**config.mk**
```make
export PLATFORM = sky130hd
export DESIGN_NAME = rv_decode_stage_flat
export DESIGN_NICKNAME = d
export VERILOG_FILES = /design/src/rtl/rv_decode_stage_if.sv /design/src/rtl/rv_decode_stage.sv /design/src/flat_wrapper.sv
export SDC_FILE = /design/constraint.sdc
export NUM_CORES = 1
export LEC_CHECK = 0
export ABC_AREA = 0
export CORE_ASPECT_RATIO = 0.7
export CORE_MARGIN = 2
export CORE_UTILIZATION = 52
export CTS_CLUSTER_SIZE = 25
export DETAILED_ROUTE_END_ITERATION = 10
export GPL_ROUTABILITY_DRIVEN = 0
export PLACE_DENSITY_LB_ADDON = 0.05
export SLEW_MARGIN = 20
export SYNTH_ARGS = -nofsm -noshare
export SYNTH_HDL_FRONTEND = slang
export SYNTH_SLANG_ARGS = --single-unit
```
**constraint.sdc**
```tcl
create_clock -name clk -period 3.4 [get_ports clk]
set_input_delay 1.02 -clock clk [delete_from_list [all_inputs] [get_ports clk]]
set_output_delay 1.02 -clock clk [all_outputs]
set_load 0.02 [all_outputs]
```
**src/rtl/rv_decode_stage_if.sv**
```systemverilog
// rtl/rv_decode_stage_if.sv - fetch-side and decode-side handshake bundle for rv_decode_stage
interface rv_decode_stage_if #(
    parameter int XLEN = 32
);
    logic            in_valid;
    logic            in_ready;
    logic [31:0]     in_instr;
    logic [XLEN-1:0] in_pc;
    logic            out_valid;
    logic            out_ready;
    logic [XLEN-1:0] out_pc;
    logic [6:0]      out_opcode;
    logic [4:0]      out_rd;
    logic [2:0]      out_funct3;
    logic [4:0]      out_rs1;
    logic [4:0]      out_rs2;
    logic [6:0]      out_funct7;
    logic [XLEN-1:0] out_imm;
    logic [10:0]     out_optype;
    logic            out_illegal;

    modport master (
        output in_valid, in_instr, in_pc, out_ready,
        input  in_ready, out_valid, out_pc, out_opcode, out_rd, out_funct3,
               out_rs1, out_rs2, out_funct7, out_imm, out_optype, out_illegal
    );

    modport slave (
        input  in_valid, in_instr, in_pc, out_ready,
        output in_ready, out_valid, out_pc, out_opcode, out_rd, out_funct3,
               out_rs1, out_rs2, out_funct7, out_imm, out_optype, out_illegal
    );
endinterface

```
**src/rtl/rv_decode_stage.sv**
```systemverilog
// rtl/rv_decode_stage.sv - registered RISC-V decode stage with two-entry skid buffer
module rv_decode_stage #(
    parameter int XLEN     = 32,
    parameter bit ENABLE_M = 1'b0,
    parameter int CNT_W    = 16
) (
    input  logic               clk,
    input  logic               rst_n,
    input  logic               flush,
    rv_decode_stage_if.slave   bus,
    output logic [CNT_W-1:0]   illegal_count
);
    typedef struct packed {
        logic [XLEN-1:0] pc;
        logic [31:0]     instr;
        logic [XLEN-1:0] imm;
        logic [10:0]     optype;
        logic            illegal;
    } entry_t;

    entry_t      m, s, dec;
    logic        m_valid, s_valid;
    logic        in_fire, out_fire;
    logic [31:0] ins;
    logic [6:0]  op, f7;
    logic [2:0]  f3;
    logic [31:0] imm32;
    logic [3:0]  cls;
    logic        bad;

    assign ins = bus.in_instr;
    assign op  = ins[6:0];
    assign f3  = ins[14:12];
    assign f7  = ins[31:25];

    always_comb begin
        imm32 = 32'd0;
        cls   = 4'd0;
        bad   = 1'b0;
        case (op)
            7'b0110011: begin
                cls = 4'd0;
                bad = !((f7 == 7'b0000000) ||
                        (f7 == 7'b0100000 && (f3 == 3'b000 || f3 == 3'b101)) ||
                        (ENABLE_M && f7 == 7'b0000001));
            end
            7'b0010011: begin
                cls   = 4'd1;
                imm32 = {{20{ins[31]}}, ins[31:20]};
                // RV64 uses instr[25] as the sixth shamt bit, so only RV32 restricts funct7
                if (XLEN == 32)
                    bad = (f3 == 3'b001 && f7 != 7'b0000000) ||
                          (f3 == 3'b101 && f7 != 7'b0000000 && f7 != 7'b0100000);
            end
            7'b0000011: begin
                cls   = 4'd2;
                imm32 = {{20{ins[31]}}, ins[31:20]};
                bad   = (f3 == 3'b111) || (XLEN == 32 && (f3 == 3'b011 || f3 == 3'b110));
            end
            7'b0100011: begin
                cls   = 4'd3;
                imm32 = {{20{ins[31]}}, ins[31:25], ins[11:7]};
                bad   = f3[2] || (XLEN == 32 && f3 == 3'b011);
            end
            7'b1100011: begin
                cls   = 4'd4;
                imm32 = {{19{ins[31]}}, ins[31], ins[7], ins[30:25], ins[11:8], 1'b0};
                bad   = (f3 == 3'b010) || (f3 == 3'b011);
            end
            7'b1101111: begin
                cls   = 4'd5;
                imm32 = {{11{ins[31]}}, ins[31], ins[19:12], ins[20], ins[30:21], 1'b0};
            end
            7'b1100111: begin
                cls   = 4'd6;
                imm32 = {{20{ins[31]}}, ins[31:20]};
                bad   = (f3 != 3'b000);
            end
            7'b0110111: begin
                cls   = 4'd7;
                imm32 = {ins[31:12], 12'd0};
            end
            7'b0010111: begin
                cls   = 4'd8;
                imm32 = {ins[31:12], 12'd0};
            end
            7'b1110011: cls = 4'd9;
            default:    bad = 1'b1;
        endcase
        if (ins[1:0] != 2'b11) bad = 1'b1;

        dec.pc      = bus.in_pc;
        dec.instr   = ins;
        dec.imm     = bad ? '0 : XLEN'($signed(imm32));
        dec.optype  = bad ? 11'h7FF : (11'd1 << cls);
        dec.illegal = bad;
    end

    assign bus.in_ready = !s_valid;
    assign in_fire      = bus.in_valid && !s_valid;
    assign out_fire     = m_valid && bus.out_ready;

    always_ff @(posedge clk or negedge rst_n) begin
        if (!rst_n) begin
            m_valid       <= 1'b0;
            s_valid       <= 1'b0;
            m             <= '0;
            s             <= '0;
            illegal_count <= '0;
        end else begin
            if (out_fire && m.illegal && illegal_count != '1)
                illegal_count <= illegal_count + CNT_W'(1);
            if (flush) begin
                m_valid <= 1'b0;
                s_valid <= 1'b0;
            end else if (!m_valid || bus.out_ready) begin
                // S always drains before new input can land, since in_ready is low while S is full
                if (s_valid) begin
                    m       <= s;
                    m_valid <= 1'b1;
                    s_valid <= 1'b0;
                end else begin
                    m_valid <= in_fire;
                    if (in_fire) m <= dec;
                end
            end else if (in_fire) begin
                s       <= dec;
                s_valid <= 1'b1;
            end
        end
    end

    assign bus.out_valid   = m_valid;
    assign bus.out_pc      = m.pc;
    assign bus.out_opcode  = m.instr[6:0];
    assign bus.out_rd      = m.instr[11:7];
    assign bus.out_funct3  = m.instr[14:12];
    assign bus.out_rs1     = m.instr[19:15];
    assign bus.out_rs2     = m.instr[24:20];
    assign bus.out_funct7  = m.instr[31:25];
    assign bus.out_imm     = m.imm;
    assign bus.out_optype  = m.optype;
    assign bus.out_illegal = m.illegal;
endmodule
```
**src/flat_wrapper.sv**
```systemverilog
// flat-port wrapper written by rule: the top's interface ports become plain ports
module rv_decode_stage_flat 
#(
    parameter int XLEN     = 32,
    parameter bit ENABLE_M = 1'b0,
    parameter int CNT_W    = 16
)
  (clk, rst_n, flush, illegal_count, bus_in_valid, bus_in_instr, bus_in_pc, bus_out_ready, bus_in_ready, bus_out_valid, bus_out_pc, bus_out_opcode, bus_out_rd, bus_out_funct3, bus_out_rs1, bus_out_rs2, bus_out_funct7, bus_out_imm, bus_out_optype, bus_out_illegal);
  rv_decode_stage_if #(.XLEN(XLEN)) bus_i ();
  input  logic clk;
  input  logic rst_n;
  input  logic flush;
  output logic [CNT_W-1:0] illegal_count;
  input wire logic [$bits(bus_i.in_valid)-1:0] bus_in_valid;
  input wire logic [$bits(bus_i.in_instr)-1:0] bus_in_instr;
  input wire logic [$bits(bus_i.in_pc)-1:0] bus_in_pc;
  input wire logic [$bits(bus_i.out_ready)-1:0] bus_out_ready;
  output wire logic [$bits(bus_i.in_ready)-1:0] bus_in_ready;
  output wire logic [$bits(bus_i.out_valid)-1:0] bus_out_valid;
  output wire logic [$bits(bus_i.out_pc)-1:0] bus_out_pc;
  output wire logic [$bits(bus_i.out_opcode)-1:0] bus_out_opcode;
  output wire logic [$bits(bus_i.out_rd)-1:0] bus_out_rd;
  output wire logic [$bits(bus_i.out_funct3)-1:0] bus_out_funct3;
  output wire logic [$bits(bus_i.out_rs1)-1:0] bus_out_rs1;
  output wire logic [$bits(bus_i.out_rs2)-1:0] bus_out_rs2;
  output wire logic [$bits(bus_i.out_funct7)-1:0] bus_out_funct7;
  output wire logic [$bits(bus_i.out_imm)-1:0] bus_out_imm;
  output wire logic [$bits(bus_i.out_optype)-1:0] bus_out_optype;
  output wire logic [$bits(bus_i.out_illegal)-1:0] bus_out_illegal;
  assign bus_i.in_valid = bus_in_valid;
  assign bus_i.in_instr = bus_in_instr;
  assign bus_i.in_pc = bus_in_pc;
  assign bus_i.out_ready = bus_out_ready;
  assign bus_in_ready = bus_i.in_ready;
  assign bus_out_valid = bus_i.out_valid;
  assign bus_out_pc = bus_i.out_pc;
  assign bus_out_opcode = bus_i.out_opcode;
  assign bus_out_rd = bus_i.out_rd;
  assign bus_out_funct3 = bus_i.out_funct3;
  assign bus_out_rs1 = bus_i.out_rs1;
  assign bus_out_rs2 = bus_i.out_rs2;
  assign bus_out_funct7 = bus_i.out_funct7;
  assign bus_out_imm = bus_i.out_imm;
  assign bus_out_optype = bus_i.out_optype;
  assign bus_out_illegal = bus_i.out_illegal;
  rv_decode_stage #(.XLEN(XLEN), .ENABLE_M(ENABLE_M), .CNT_W(CNT_W)) u_core (.clk(clk), .rst_n(rst_n), .flush(flush), .bus(bus_i), .illegal_count(illegal_count));
endmodule
```
## Word-level counts from Yosys, hierarchy flattened

Cells that the tools add are included.
Widths: inputs -> output; s select.

| word-level totals | value |
|---|---|
| register bits after elaboration | 234 |
| input port bits | 69 |
| output and inout bits | 126 |
| word-level logic and storage cells | 82 |

| operators by class | value |
|---|---|
| $add $sub $neg | 1 |
| equal/unequal tests | 20 |
| shift operators | 1 |
| mux-type cells | 14 |
| bitwise logic cells | 2 |
| reductions and logical operators | 31 |

Operators by type and width:

| cell | count |
|---|---|
| $mux 108 | 2 |
| $pmux 32 s5 | 1 |
| $pmux 4 s9 | 1 |
| $mux 32 | 1 |
| $eq 7x6->1 const B | 4 |
| $eq 7x7->1 const B | 4 |
| $add 16x1->16 const B | 1 |
| $ne 16x16->1 const B | 1 |
| $eq 7x5->1 const B | 2 |
| $mux 11 | 1 |
| $shl 1x4->11 const A | 1 |
| $eq 3x3->1 const B | 3 |
| $logic_and 1x1->1 | 8 |
| $logic_or 1x1->1 | 8 |
| $eq 7x2->1 const B | 1 |
| $logic_not 7->1 | 1 |
| $mux 1 | 7 |
| $ne 7x6->1 const B | 1 |
| $pmux 1 s7 | 1 |
| $reduce_bool 7->1 | 1 |
| $eq 3x2->1 const B | 2 |
| $reduce_and 3->1 | 2 |
| $reduce_bool 3->1 | 2 |
| $reduce_bool 2->1 | 2 |
| other kinds (8) | 11 |

## Longest topological paths before layout

Gate-level depths: netlist of the first run.

| logic depth | value |
|---|---|
| depth in word-level cells | 10 |
| depth in mapped cells | 8 |
| depth with buffers taken out | 5 |

## Least setup slack after synthesis of the first run

OpenSTA, ideal clock, no wires.

| path | value |
|---|---|
| path type | input port to flip-flop |
| from | input bus_in_instr[2] |
| to | register u_core.m (netlist bit u_core.bus.out_imm[23]) |
| setup time | 0.080 ns |
| data arrival time | 2.426 ns |
| data required time | 3.320 ns |
| slack | 0.894 ns |
| cell stages on the path | 7 |
| path buffers | 2 |
| cells stage by stage | buf_2 > or4_1 > a31oi_4 > and2_4 > buf_8 > a21oi_2 > o22ai_2 |

| between the ends | value |
|---|---|
| cells in the longest elaborated chain, start to end | 7 |
| elaborated cells between the ends (all ways) | 19 |
| those cells by class | eq/ne: 10; mux: 6; reduce/logical: 3 |

RTL lines:

| item | line | text |
|---|---|---|
| start: declaration | flat_wrapper.sv:15 | `input wire logic [$bits(bus_i.in_instr)-1:0] bus_in_instr;` |
| $eq 7x7->1 (tied with other cells) | rv_decode_stage.sv:40 | `case (op)` |
| $reduce_or 4->1 (no source line) | n/a |  |
| $pmux 1 s7 | rv_decode_stage.sv:40 |  |
| $mux 1 | rv_decode_stage.sv:90 | `if (ins[1:0] != 2'b11) bad = 1'b1;` |
| $mux 32 (*) | rv_decode_stage.sv:94 | `dec.imm = bad ? '0 : XLEN'($signed(imm32));` |
| $mux 108 (*) | rv_decode_stage.sv:124 | `if (in_fire) m <= dec;` |
| $mux 108 (*) | rv_decode_stage.sv:118 | `if (s_valid) begin` |
| end signal: assignment | rv_decode_stage.sv:119 | `m <= s;` |
| end: declaration | rv_decode_stage.sv:21 | `entry_t m, s, dec;` |

Mark *: on every way between the ends. The rest lies on a longest branch, timed or not. The select of a mux whose other input is x is not followed.
A chain may end at the register's enable or synchronous reset.

## Final worst setup path of the first run

| path | value |
|---|---|
| from | register u_core.s_valid |
| to | output bus_in_ready |

| between the ends | value |
|---|---|
| cells in the longest elaborated chain, start to end | 1 |

RTL lines:

| item | line | text |
|---|---|---|
| start: declaration | rv_decode_stage.sv:22 | `logic m_valid, s_valid;` |
| start signal: assignment | rv_decode_stage.sv:106 | `s_valid <= 1'b0;` |
| start signal: assignment | rv_decode_stage.sv:115 | `s_valid <= 1'b0;` |
| start signal: assignment | rv_decode_stage.sv:121 | `s_valid <= 1'b0;` |
| $logic_not 1->1 | rv_decode_stage.sv:99 | `assign bus.in_ready = !s_valid;` |
| end: declaration | flat_wrapper.sv:18 | `output wire logic [$bits(bus_i.in_ready)-1:0] bus_in_ready;` |

No other way between the ends.

==> results.ini, run 1 <==
[worst_setup_path]
cpMaxStageDelayCell=clkdlybuf4s50_1
cp_top_family=buffers and inverters
worstSetupPathType=flop to output port
cp.buffers_inverters=2
end_kind=output port
required_ps=2380
critPathMaxFanout=11
cp_slowest_stage_delay_ps=680
cp_cell_sequence=inv_1 > clkdlybuf4s50_1
critPathArrivalTime_ps=1950
critPathLaunchType=flop

[sta]
finalCriticalPeriod_ps=2968
fin_ws_ps=431.8
max_freq_mhz=336.9
setup_tns_ps=0
worst_slew_pin_slew_ps=829.2
rsz0062_at_grt=false
maxSlewHeadroom_pct=44.72
final.setup_skew_ps=7.917
setup_viol=0
hold_viol_final=0
finalMaxSlewViolations=0
final.period_utilization_pct=87.30

[logic_synthesis]
synthMostInstantiatedCell=nand2_1
ys.flop_type=dfrtp_1
synth_area_leaders=dfrtp_1 56%, nand2_1 11%, mux2i_1 6.2%, o21ai_0 5.1%, a21oi_1 3.2%
synth_cell_type_count=62
synth_top_cell_by_area=dfrtp_1
postSynth.asyncResetShare_pct=100.0
synth_nets=1152
yosys-top-cells-count=302 x nand2_1, 234 x dfrtp_1, 106 x o21ai_0, 67 x a21oi_1, 65 x mux2i_1
synth-seq-cells=234
syn-instance-count=1082
yosys.area.top_type_share_pct=56.07
syn_area_per_cell_um2=9.652
synth_edf_count=0
yosysSeqAreaShare_pct=56.07
synth_area_mm2=0.01044
yosysWarnings=0

[clock_tree]
cts_root_buf=clkbuf_16
ctsHoldBuffers=0
numCtsBuffers=23
cts_max_level=1
cts_setup_buffers=0
postCtsResizedCells=0
clk_pin_slew_ps=60
clockBufferDepth=3
insertion_delay_ps=500
cts_num_sinks=234
cts_tree=built

[route]
drtIter0Drc=665
drc=0
routed_wl_mm=27.76
drt-vias-per-instance=5.515
vias=8537
postRouteAntennaNets=0
wire_per_inst_um=17.93
drtPass1Iterations=5

[cells_and_area]
finalInstanceArea_mm2=0.01356
syn2layout_area_growth_pct=29.87
layout.cells.non_filler=1548
drive_above_1_share_pct=9.311
n_antenna_cell=0
fin_nets=1334
final.fill_count=1536

[pwr]
p_leak_nw=5.925
peakVddDrop_mv=0.3472
power.density_mw_per_mm2=542.5

[floorplan]
start_util_pct=52.89
fp-row-count=43
die_height_um=122.6
core_mm2=0.01975
num_io_pins=195
die-area_mm2=0.02125
die_w_um=173.4

[placement]
place_inst=1509
dpl.hpwl_mm=18.08
dpl_worst_slack_ps=90.87
postPlaceCellArea_mm2=0.01285
port_buffers=194

[run_status]
outcome=finished, final reports clean

[min_path]
hp-class=input port to async pin

[flow_run]
cap_viol_max_count=0

[global_route]
grt_pass1_vias=8253
grt_pass1_wl_mm=44.98
grt_use_total_pct=26.42
antenna_found_initial=0
grt_overflow=0
grt_max_degree=103

power by group:
group          total (W)  switching (W)  internal (W)
Sequential       0.00343       0.000245       0.00318
Combinational    0.00148       0.000797      0.000679
Clock            0.00246        0.00103       0.00143
worst reg2reg max path, delay by kind of cell, from the launching register on:
kind | cells | cell delay [ps]
DFF | 1 | 400
buffers and inverters | 2 | 820
and+or+nand+nor | 4 | 1220
AOI/OAI and AO/OA | 1 | 170
final timing paths:
path                       slack (ps)                                 to  cells past startpoint                        from
min                               440  u_core.bus.out_pc[24]$_DFFE_PN0P_                      1                       rst_n
min in group clk                  470           u_core.s[73]$_DFFE_PN0P_                      2    u_core.s[73]$_DFFE_PN0P_
max reg2reg                       700  u_core.bus.out_imm[1]$_DFFE_PN0P_                      7  u_core.s_valid$_DFFE_PN0P_
max                               430                       bus_in_ready                      2  u_core.s_valid$_DFFE_PN0P_
max in group asynchronous        2170         u_core.s_valid$_DFFE_PN0P_                      2                       rst_n
min reg2reg                       470           u_core.s[73]$_DFFE_PN0P_                      2    u_core.s[73]$_DFFE_PN0P_
sequential cells by signal, indices dropped and copies added (netlist names):
register	count
u_core.s	108
u_core.bus.out_optype	11
u_core.bus.out_pc	32
u_core.bus.out_rd	5
u_core.bus.out_valid	1
u_core.s_valid	1
u_core.bus.out_imm	32
u_core.bus.out_opcode	7
u_core.illegal_count	16
u_core.bus.out_rs2	5
u_core.bus.out_rs1	5
u_core.bus.out_illegal	1
u_core.bus.out_funct7	7
u_core.bus.out_funct3	3
final cells by class:
type	count	area (um^2)	area share, %
Sequential cell	234	5859	43.20
Multi-Input combinational cell	763	4242	31.27
Timing Repair Buffer	233	2377	17.53
Clock buffer	37	678.2	5.000
Tap cell	270	337.8	2.491
Clock inverter	2	35.03	0.2583
Inverter	9	33.78	0.2491
per-stage QoR:
step	hold WS (ps)	utilization, %	total power (W)
3_5_place_dp	462.2	65.08	0.004949
4_1_cts	474.6	68.69	0.007421
6_report	442.9	68.69	0.007358
3_3_place_gp	454.3	65.08	0.004911
2_1_floorplan	442.3	-	0.004161
5_1_grt	486.2	68.69	0.007712
routing by layer:
metal	up-vias	share of wire, %	GRT usage [%]	wire length [um]
met3	30	7.3	5.576	2031
met2	293	44	40.48	12290
li1	4050	-	-	-
met4	0	1.5	4.449	422
met1	4164	47	39.60	13010
met5	-	0	0	0
placed cells by master (no fill, tap or decap), types with 3 or more instances in the layout:
cell,n
inv_1,9
mux2i_1,65
o22ai_1,15
a21oi_2,11
a22oi_1,4
clkdlybuf4s50_1,193
nand2_1,302
o21ai_1,6
nand3_1,5
o211ai_1,3
or4_1,3
or3_1,11
clkbuf_8,5
nor2_1,47
nand4_1,10
xnor2_1,12
buf_4,28
buf_12,11
o22ai_2,10
and4_1,3
and3_1,13
nand2b_1,3
clkbuf_16,23
o21ai_2,9
xor2_1,3
nor3_1,3
a21oi_1,67
and3b_1,3
dfrtp_1,233
o21ai_0,106
a31oi_1,9
clkbuf_1,9
cells by family (layout without fill, tap and decap cells):
family / count (synthesis) / count (layout) / share of synthesized area, %
and+or+nand+nor: 428 / 428 / 17.97
AOI/OAI and AO/OA: 254 / 254 / 14.81
DFF: 234 / 234 / 56.07
buffers and inverters: 85 / 281 / 3.546
muxes: 65 / 65 / 6.230
xor gates and xnor gates: 15 / 15 / 1.258
adders and majority gates: 1 / 1 / 0.1198
Note: power is estimated with default switching activity, not from simulation.
==> run 2, diff against run 1 <==
Settings changed: CTS_CLUSTER_DIAMETER from default to 150.
Clock period 3.4 ns to 3.3 ns, I/O delays scaled along.
==> run 2 against run 1 <==
- non-clock buffer count is 4 higher
- first-iteration DRC count is 25% higher
- clock-buffer cell count is 23 lower
- flip-flop and latch count stayed put
- register-to-register slack better by 640 ps
- hold slack better by 35 ps
- clock power is 33% lower
- clock skew is 18 ps higher
- critical path depth stayed put
- via count is 0.18% lower
- final area is 2.6% lower
- setup slack worse by 53 ps
- critical path type unchanged
- highest routed layer unchanged
==> results.ini, run 2 (same netlist as run 1, synthesis figures left out) <==
[run_status]
outcome=finished, final reports clean

[sta]
final.setup_skew_ps=25.81
rsz0062_at_grt=false
finalCriticalPeriod_ps=2921
worst_slew_pin_slew_ps=853.0
setup_tns_ps=0
setup_viol=0
max_freq_mhz=342.4
finalMaxSlewViolations=0
hold_viol_final=0
final.period_utilization_pct=88.51
maxSlewHeadroom_pct=43.13

[worst_setup_path]
critPathMaxFanout=11
cp.buffers_inverters=2
cp_slowest_stage_delay_ps=680
worstSetupPathType=flop to output port
cp_cell_sequence=inv_1 > clkdlybuf4s50_1
critPathArrivalTime_ps=1930
critPathLaunchType=flop
cpMaxStageDelayCell=clkdlybuf4s50_1
end_kind=output port
cp_top_family=buffers and inverters
required_ps=2310

[clock_tree]
clockBufferDepth=3
cts_num_sinks=234
numCtsBuffers=13
cts_root_buf=clkbuf_16
ctsHoldBuffers=0
insertion_delay_ps=470
cts_setup_buffers=0
cts_max_level=1
postCtsResizedCells=0
clk_pin_slew_ps=100
cts_tree=built

[route]
drc=0
wire_per_inst_um=18.17
postRouteAntennaNets=0
vias=8522
routed_wl_mm=27.78
drtPass1Iterations=5
drt-vias-per-instance=5.574
drtIter0Drc=828

[global_route]
grt_max_degree=103
grt_pass1_vias=8167
antenna_found_initial=1
grt_overflow=0
grt_use_total_pct=26.29
grt_pass1_wl_mm=44.44

[cells_and_area]
layout_commonest_cell=nand2_1
final_cell_mix=302 x nand2_1, 233 x dfrtp_1, 193 x clkdlybuf4s50_1
fin_nets=1328
largest_register=u_core.s
fin_util_pct=66.93
syn2layout_area_growth_pct=26.54
largest_register_ffs=108
drive_above_1_share_pct=8.506

[placement]
port_buffers=194
dpl.hpwl_mm=18.70

[pwr]
peakVddDrop_mv=0.3051
p_leak_nw=5.759
power.density_mw_per_mm2=506.9

[flow_run]
cap_viol_max_count=0

[min_path]
hp-class=input port to async pin

[floorplan]
die_height_um=122.6
start_util_pct=52.89
die_w_um=173.4
num_io_pins=195
die-area_mm2=0.02125
core_mm2=0.01975
fp-row-count=43

run 2: cell count changes in the layout (fill, tap and decap cells not counted):
cell       delta
clkbuf_1      -8
inv_12        +1
diode_2       +1
clkbuf_16    -10
bufinv_16     -1
clkbuf_8      -5
buf_4         +5
clkinv_2      -1
buf_12        -1
run 2: layer usage:
layer | global-route usage, % | vias to the layer above | routed length, um
li1 | - | 4025 | -
met1 | 38.75 | 4170 | 13120
met2 | 41.33 | 293 | 12250
met3 | 5.266 | 34 | 2013
met4 | 4.449 | 0 | 390
met5 | 0 | - | 0
run 2: per-stage QoR:
stage	instance area, um^2	setup WS, ps	instances	hold WS, ps	total power (W)
2_1_floorplan	10440	824.5	1082	442.3	0.004287
3_3_place_gp	12870	151.6	1513	453.6	0.005064
3_5_place_dp	12870	65.48	1513	461.9	0.005110
4_1_cts	13210	384.3	1528	482.4	0.006754
5_1_grt	13210	323.4	1528	498.2	0.007032
6_report	13220	379.2	1529	477.8	0.006698
run 2: layout make-up:
type	instances	area, um^2
Inverter	9	33.78
Clock inverter	1	16.27
Sequential cell	234	5859
Fill cell	1638	6530
Clock buffer	14	329.1
Antenna cell	1	2.502
Multi-Input combinational cell	763	4242
Tap cell	270	337.8
Timing Repair Buffer	237	2395
run 2: path summary, 6_finish.rpt:
check	from	endpoint	slack [ps]	cells after the start
min in group clk	u_core.s[77]$_DFFE_PN0P_	u_core.s[77]$_DFFE_PN0P_	480	2
setup / recovery	u_core.s_valid$_DFFE_PN0P_	bus_in_ready	380	2
setup reg to reg	u_core.bus.out_valid$_DFFE_PN0N_	u_core.s[2]$_DFFE_PN0P_	1340	5
hold reg to reg	u_core.s[77]$_DFFE_PN0P_	u_core.s[77]$_DFFE_PN0P_	480	2
hold / removal	rst_n	u_core.bus.out_pc[24]$_DFFE_PN0P_	480	1
max in group asynchronous	rst_n	u_core.bus.out_rs2[4]$_DFFE_PN0P_	2080	2
run 2: report_power, final:
| group | switching, W | leakage (nW) | internal [W] | total [W] |
|---|---|---|---|---|
| Combinational | 0.000826 | 2.67 | 0.000701 | 0.00153 |
| Sequential | 0.000249 | 2.92 | 0.00327 | 0.00352 |
| Clock | 0.000922 | 0.169 | 0.000730 | 0.00165 |
| Total | 0.00200 | 5.76 | 0.00470 | 0.00670 |
